### src/rtl/lock_pkg.sv
// Shared state encoding and key command definitions for the code lock.
package lock_pkg;

  typedef enum logic [2:0] {
    IDLE    = 3'd0,
    ENTRY   = 3'd1,
    LOCKOUT = 3'd2,
    OPEN    = 3'd3,
    ALARM   = 3'd4
  } state_t;

  localparam int START_OFS = 0;
  localparam int CLEAR_OFS = 1;

  // Command keys sit just above the digit range.
  function automatic int cmd_key(input int digit_w, input int ofs);
    return (1 << digit_w) + ofs;
  endfunction

endpackage

### src/rtl/lock_timer.sv
// Loadable down-counter shared by the OPEN hold time and the LOCKOUT delay.
module lock_timer #(
  parameter int W = 10
) (
  input  logic         clk,
  input  logic         rst_n,
  input  logic         load,
  input  logic [W-1:0] load_val,
  input  logic         dec,
  output logic         zero
);

  logic [W-1:0] cnt;

  always_ff @(posedge clk or negedge rst_n) begin
    if (!rst_n)                 cnt <= '0;
    else if (load)              cnt <= load_val;
    else if (dec && cnt != '0)  cnt <= cnt - 1'b1;
  end

  assign zero = (cnt == '0);

endmodule

### src/rtl/code_lock.sv
// Multi-digit code lock: start-keyed entry, deferred mismatch reveal, limited
// tries with timed lockout, auto-relock after the open time, absorbing alarm.
module code_lock
  import lock_pkg::*;
#(
  parameter int DIGITS         = 8,
  parameter int DIGIT_W        = 4,
  parameter int KEY_W          = 5,
  parameter int MAX_TRIES      = 3,
  parameter int OPEN_CYCLES    = 1000,
  parameter int LOCKOUT_CYCLES = 500
) (
  input  logic                           clk,
  input  logic                           rst_n,
  input  logic [KEY_W-1:0]               key,
  input  logic                           key_valid,
  input  logic [DIGITS*DIGIT_W-1:0]      seq,
  output logic [2:0]                     state,
  output logic [$clog2(DIGITS+1)-1:0]    digit_idx,
  output logic [$clog2(MAX_TRIES+1)-1:0] tries_left,
  output logic                           unlock,
  output logic                           alarm
);

  localparam int IDX_W   = $clog2(DIGITS+1);
  localparam int TRY_W   = $clog2(MAX_TRIES+1);
  localparam int TMAX    = (OPEN_CYCLES > LOCKOUT_CYCLES) ? OPEN_CYCLES : LOCKOUT_CYCLES;
  localparam int TIMER_W = $clog2(TMAX+1);

  localparam logic [KEY_W-1:0] K_START = KEY_W'(cmd_key(DIGIT_W, START_OFS));
  localparam logic [KEY_W-1:0] K_CLEAR = KEY_W'(cmd_key(DIGIT_W, CLEAR_OFS));

  state_t                           st;
  logic [DIGITS-1:0][DIGIT_W-1:0]   shadow;
  logic                             err;

  logic                             is_start, is_clear, is_digit;
  logic                             last, digit_err;
  logic [DIGIT_W-1:0]               exp_digit;
  logic                             timer_load, timer_dec, timer_zero;
  logic [TIMER_W-1:0]               timer_val;

  assign is_start = key_valid && (key == K_START);
  assign is_clear = key_valid && (key == K_CLEAR);
  assign is_digit = key_valid && (key[KEY_W-1:DIGIT_W] == '0);
  assign last     = (digit_idx == IDX_W'(DIGITS-1));

  // Digit expected at the current position; first digit lives in the MS slice.
  always_comb begin
    exp_digit = '0;
    for (int i = 0; i < DIGITS; i++)
      if (digit_idx == IDX_W'(i)) exp_digit = shadow[DIGITS-1-i];
  end

  assign digit_err = err | (key[DIGIT_W-1:0] != exp_digit);

  assign timer_load = (st == ENTRY) && is_digit && last &&
                      (!digit_err || tries_left != TRY_W'(1));
  assign timer_val  = digit_err ? TIMER_W'(LOCKOUT_CYCLES-1) : TIMER_W'(OPEN_CYCLES-1);
  assign timer_dec  = (st == LOCKOUT) || (st == OPEN && !is_start && !is_clear);

  lock_timer #(.W(TIMER_W)) u_timer (
    .clk      (clk),
    .rst_n    (rst_n),
    .load     (timer_load),
    .load_val (timer_val),
    .dec      (timer_dec),
    .zero     (timer_zero)
  );

  always_ff @(posedge clk or negedge rst_n) begin
    if (!rst_n) begin
      st         <= IDLE;
      digit_idx  <= '0;
      tries_left <= TRY_W'(MAX_TRIES);
      err        <= 1'b0;
      shadow     <= '0;
    end else begin
      case (st)
        IDLE: begin
          if (is_start) begin
            st        <= ENTRY;
            shadow    <= seq;
            digit_idx <= '0;
            err       <= 1'b0;
          end
        end
        ENTRY: begin
          if (is_start) begin
            shadow    <= seq;
            digit_idx <= '0;
            err       <= 1'b0;
          end else if (is_clear) begin
            st        <= IDLE;
            digit_idx <= '0;
          end else if (is_digit) begin
            digit_idx <= digit_idx + 1'b1;
            err       <= digit_err;
            if (last) begin
              if (!digit_err) begin
                st         <= OPEN;
                tries_left <= TRY_W'(MAX_TRIES);
              end else if (tries_left == TRY_W'(1)) begin
                st         <= ALARM;
                tries_left <= '0;
              end else begin
                st         <= LOCKOUT;
                tries_left <= tries_left - 1'b1;
              end
            end
          end
        end
        LOCKOUT: begin
          if (timer_zero) st <= IDLE;
        end
        OPEN: begin
          // A key in the expiry cycle takes priority over auto-relock.
          if (is_start) begin
            st        <= ENTRY;
            shadow    <= seq;
            digit_idx <= '0;
            err       <= 1'b0;
          end else if (is_clear) begin
            st        <= IDLE;
            digit_idx <= '0;
          end else if (timer_zero) begin
            st <= IDLE;
          end
        end
        ALARM: st <= ALARM;
        default: st <= IDLE;
      endcase
    end
  end

  assign state  = st;
  assign unlock = (st == OPEN);
  assign alarm  = (st == ALARM);

endmodule
### config.mk
export PLATFORM = sky130hd
export DESIGN_NAME = code_lock
export DESIGN_NICKNAME = d
export VERILOG_FILES = /design/src/rtl/lock_pkg.sv /design/src/rtl/lock_timer.sv /design/src/rtl/code_lock.sv
export SDC_FILE = /design/constraint.sdc
export NUM_CORES = 1
export LEC_CHECK = 0
export CAP_MARGIN = 20
export CORE_ASPECT_RATIO = 1.1
export CORE_MARGIN = 5
export CORE_UTILIZATION = 48
export DETAILED_ROUTE_END_ITERATION = 7
export GPL_TIMING_DRIVEN = 1
export PLACE_DENSITY_LB_ADDON = 0.05
export SLEW_MARGIN = 0
export SYNTH_ARGS = -nofsm -noshare
export SYNTH_HDL_FRONTEND = slang
export SYNTH_SLANG_ARGS = --single-unit
### constraint.sdc
create_clock -name clk -period 2.35 [get_ports clk]
set_input_delay 0.47 -clock clk [delete_from_list [all_inputs] [get_ports clk]]
set_output_delay 0.47 -clock clk [all_outputs]
set_load 0.02 [all_outputs]
# Word level (Yosys, flattened, before mapping)
# Cells that the tools add are included.
# op_classes
n_bitwise	4
n_eq_ne	25
add_sub_neg	3
mux	36
reduce_logical	28
# op_table
operator	n
$mux 4	14
$mux 10	3
$mux 3	10
$eq 4x3->1 const B	4
$pmux 3 s5	1
$ne 3x3->1 const B	4
$pmux 4 s3	1
$reduce_and 4->1	3
$eq 5x5->1 const B	2
$logic_not 10->1	1
$reduce_bool 10->1	1
$sub 10x1->10 const B	1
$logic_and 1x1->1	9
$eq 4x2->1 const B	2
$eq 3x2->1 const B	2
$reduce_and 5->1	1
$add 4x1->4 const B	1
$eq 4x1->1 const B	1
$logic_not 4->1	1
$mux 1	4
$mux 2	2
$ne 2x1->1 const B	2
$ne 2x2->1 const B	2
$ne 4x4->1	1
other kinds (17)	23
# totals
word_cells	109
regBits	52

# Longest topological paths before layout
# logic_depth
ltp_word	17
depth_mapped	13
ltp_nobuf	10

# Cells and area by module
# A second synthesis with hierarchy kept.
# hier_totals
cells_unflattened	298
area_unflattened_um2	3060.4
# modules_own_cells
mod	seq_area_each_um2	n_inst	area_each_um2	cells_each
code_lock	1053.5	1	2433.6	229
lock_timer	250.2	1	626.9	69

# Worst setup path after synthesis
# Ideal clock, no wire load.
# synth_path
path_kind	reg-to-reg
start	register digit_idx[0]
end	register u_timer.cnt[2]
stages_incl_launch_ff	14
period_less_slack_ns	2.577
arrival_ns	2.440
path_slack_ns	-0.227
cell_sequence	dfrtp_1 -> inv_1 -> ha_1 -> buf_2 -> buf_6 -> a21oi_1 -> o21ai_0 -> a211o_1 -> a31oi_1 -> xor2_1 -> nand3_2 -> buf_6 -> a311oi_1 -> o221ai_1
# synth_via
elab_chain_cells	15
word_cells_on_any_way	25
cone_classes	eq/ne (8); mux (10); bitwise (1); reduce/logical (6)
# synth_rtl
item	line_no	source
from (decl)	code_lock.sv:19	output logic [$clog2(DIGITS+1)-1:0] digit_idx,
from (signal assigned)	code_lock.sv:97	digit_idx <= digit_idx + 1'b1;
$logic_not 4->1	code_lock.sv:52	if (digit_idx == IDX_W'(i)) exp_digit = shadow[DIGITS-1-i];
$mux 4 (8 in series)	code_lock.sv:52	
$ne 4x4->1	code_lock.sv:55	assign digit_err = err | (key[DIGIT_W-1:0] != exp_digit);
$or 1x1->1	code_lock.sv:55	
$logic_not 1->1	-	
$logic_or 1x1->1	code_lock.sv:58	(!digit_err || tries_left != TRY_W'(1));
$logic_and 1x1->1	code_lock.sv:57	assign timer_load = (st == ENTRY) && is_digit && last &&
$mux 10 or $reduce_bool 2->1 (tied branches)	-	
to (signal assigned)	lock_timer.sv:17	else if (load) cnt <= load_val;
to (signal assigned)	lock_timer.sv:18	else if (dec && cnt != '0) cnt <= cnt - 1'b1;
to (decl)	lock_timer.sv:13	logic [W-1:0] cnt;
# Several ways; a longest one is shown, not always the timed one.
# A chain may end at the register's enable or synchronous reset.

# Final worst setup path
# layout_path
start	register digit_idx[1]
end	register u_timer.cnt[4]
# The elaborated chain is that of the path after synthesis.

==> impl_metrics.csv <==
group,metric,value,unit
sta,final-hold-violation-count,0,
setup_path,worstPathMaxFanout,6,
min_path,holdCritPathClass,"in -> async",
setup_path,slowest_delay,0.45,ns
route,drt_first_pass_iters,4,
grt,grt.overflow.total,0,
sta,final_period_minus_worst_setup_slack,2.64,ns
power_and_ir_drop,worst_ir_drop_vdd,450,uV
sta,finalHoldWorstSlack,0.138,ns
clock_network,cts_num_sinks,52,
logic_synthesis,number_of_synthesized_flops_with_an_enable_pin,0,
placement,port_buffers,50,
final_layout,drive_gt1_frac,0.311,
clock_network,hold_buffers,0,
logic_synthesis,ys_async_sr_fraction,1.00,
grt,grt_pass1_wl,12200,um
placement,globalplace.congestion,0.838,
flow_run,max_cap_viol_count,0,
grt,number_of_antenna_violations_at_the_first_check_in_global_routing,0,
final_layout,most_frequent_standard_cell_in_the_layout_excluding_fill_and_tap_cells,"clkdlybuf4s50_1",
logic_synthesis,ys_seq_area_frac,0.444,
sta,max_slew_headroom,0.627,
power_and_ir_drop,power.static_leakage,0.00174,uW
clock_network,clkSlewWorstSetupHoldPaths,0.10,ns
sta,min_period_over_period,1.12,
logic_synthesis,ys_warn_count,0,
sta,setup-tns-final,-2.12,ns
logic_synthesis,yosys_register_bits,52,
die,die_x,84.6,um
power_and_ir_drop,total_power_consumption_of_the_routed_design,3670,uW
final_layout,finish.net_count,431,
setup_path,timing.critical_path.from_type,"register",
clock_network,tritoncts,"done",
route,post-route-drc-count,0,
setup_path,worst_ep_arrival_time,2.88,ns
die,die_area,7790,um^2
grt,globalRouteTotalUtil,0.190,
sta,finalSetupViolations,16,
final_layout,antenna_cells_inserted,0,
final_layout,final_cell_mix,"clkdlybuf4s50_1, dfrtp_1, buf_4, mux2_2, nand2_1",
setup_path,timing.critical_path.slowest_stage_cell,"dfrtp_2",
sta,final_max_slew_viol_count,0,
logic_synthesis,synthesized_instance_count,295,
die,number_of_primary_i_o_pins,51,
final_layout,area.growth.synth_to_final,39.6,%
clock_network,cts_bufs_inserted,5,
logic_synthesis,yosys_most_used_dff,"dfrtp_1",
clock_network,htree_levels,2,
sta,fmax,379,MHz
clock_network,clk_root_buffer_cell,"clkbuf_8",
grt,first_global_vias,2576,
setup_path,critPathRequiredTime,2.60,ns
power_and_ir_drop,power.density_cell_area,895,nW/um^2
die,fp-row-count,30,
die,die_h,92.1,um
die,core_region_area,6080,um^2
route,ant_nets,0,
logic_synthesis,post_synth_num_cell_types,57,
setup_path,crit_path_end_kind,"register",
placement,post-dp-hpwl,5110,um
setup_path,critical_path_cell_by_cell,"buf_12, ha_4, or3_4, a221oi_4, o311ai_2, xor2_1, o41a_2, nand3_4, buf_6, a311oi_2, o221a_1",
die,start_util,0.483,
sta,final.setup.worst_slack,-0.287,ns
clock_network,insertion_delay,0.31,ns
logic_synthesis,synthesis.area_per_instance,9.96,um^2
sta,tightestPinTransition,0.559,ns
clock_network,cts-root-to-sink-buffers,2,
route,detail_route.iter0.violations,93,
route,vias,2502,
run_status,status,"complete, but fails checks",
grt,maximum_number_of_pins_on_one_net_before_global_route_repair,31,
sta,grt_setup_unrepaired,"yes",
route,detail_route.wl_per_cell,15.4,um
setup_path,critical_path_class,"reg -> reg",
logic_synthesis,synthesis.area,2940,um^2
sta,clock_skew,0.00767,ns
logic_synthesis,synth_fp_nets,341,
final_layout,fillers,506,
route,route.detailed.vias_per_inst,5.37,
run_status,failed_checks,"setup timing",
route,detailed_route_wire_length,7160,um
-- layout make-up --
| type | instances | area (um^2) | share of cell area |
|---|---|---|---|
| inverters | 14 | 55.1 | 0.0134 |
| clock inverters | 3 | 25.0 | 0.00610 |
| clock buffers | 5 | 68.8 | 0.0168 |
| flip-flops and latches | 52 | 1310 | 0.318 |
| repair buffers | 101 | 931 | 0.227 |
| well taps | 80 | 100 | 0.0244 |
| multi-input cells | 211 | 1620 | 0.394 |
-- worst paths after layout --
path	slack [ns]	cells after the start	from	end
worst max-delay path	-0.29	11	digit_idx[1]	u_timer.cnt[4]
worst min-delay path	0.14	1	rst_n	shadow[13]
worst max register to register	-0.29	11	digit_idx[1]	u_timer.cnt[4]
worst min register to register	0.51	2	u_timer.cnt[1]	u_timer.cnt[1]
max in group asynchronous	1.58	2	rst_n	tries_left[1]
min in group clk	0.51	2	u_timer.cnt[1]	u_timer.cnt[1]
-- Yosys cell counts, types with 2 or more instances --
library cell / n / share of area
dfrtp_1: 50 / 0.43
mux2_2: 33 / 0.13
nand2_1: 26 / 0.033
nor2_1: 24 / 0.031
a21oi_1: 18 / 0.031
inv_1: 14 / 0.018
o21ai_0: 11 / 0.019
buf_2: 9 / 0.015
nor2b_1: 8 / 0.017
clkbuf_1: 6 / 0.0077
ha_1: 6 / 0.026
nand3_1: 6 / 0.010
xnor2_1: 6 / 0.018
nand3b_1: 5 / 0.013
nand2b_1: 4 / 0.0085
nor3_1: 4 / 0.0068
or3_1: 4 / 0.0085
xor2_1: 4 / 0.012
and2_1: 3 / 0.0064
buf_6: 3 / 0.011
nor4_1: 3 / 0.0064
nor4b_1: 3 / 0.0089
o211ai_1: 3 / 0.0077
a21o_1: 2 / 0.0051
a311oi_1: 2 / 0.0060
a31oi_1: 2 / 0.0043
dfstp_2: 2 / 0.018
nand4_1: 2 / 0.0043
o221ai_1: 2 / 0.0060
o22ai_1: 2 / 0.0043
or4_1: 2 / 0.0051
-- per-stage QoR --
step	setup WS, ns	instance area [um^2]	util	instances
5_1_grt	-0.396	4100	0.675	466
2_1_floorplan	-0.0816	2980	-	295
6_report	-0.287	4100	0.675	466
3_5_place_dp	-0.336	3780	0.622	447
4_1_cts	-0.273	4040	0.665	463
3_3_place_gp	-0.287	3780	0.622	447
-- critical path: cells and delay by family (launching register included) --
family,cells,cell delay [ns]
adders and majority gates,1,0.16
xor gates and xnor gates,1,0.18
and+or+nand+nor,2,0.47
AOI/OAI and AO/OA,5,1.03
buffers and inverters,2,0.29
DFF,1,0.45
-- sequential cells by signal, indices dropped and copies added, names as in the netlist --
register,cells
u_timer.cnt,10
digit_idx,4
state,3
shadow,32
tries_left,2
err,1
-- cells by family after synthesis --
kind of cell,count (synthesis),share of synthesized area
AND/OR/NAND/NOR,102,0.181
AO/OA/AOI/OAI,59,0.138
flip-flops,52,0.444
multiplexers,34,0.130
buffers and inverters,32,0.0524
XOR/XNOR,10,0.0298
adder cells (fa/ha/maj),6,0.0255
-- routing by layer --
layer	vias up	global-route usage	routed length, um
met1	1198	0.245	3190
met4	0	0.0488	100
met3	12	0.0377	276
li1	1231	-	-
met2	61	0.326	3590
met5	-	0	0
-- report_power, final --
group          switching [uW]  total, uW  internal, uW  leakage (uW)
clock network             319        537           218     0.0000452
logic                     870       1900          1030       0.00106
registers                 161       1240          1080      0.000635
total                    1350       3670          2320       0.00174
-- timing repair --
item | 4_1_cts | 5_1_grt
setup buffers | 8 | 3
resized for setup | 16 | 9
hold endpoints to repair | 0 | 0
cloned | 0 | 0
endpoints found under the setup margin | 16 | 48
pin swaps | 10 | 10
No activity file was read; power rests on OpenSTA's default activity.
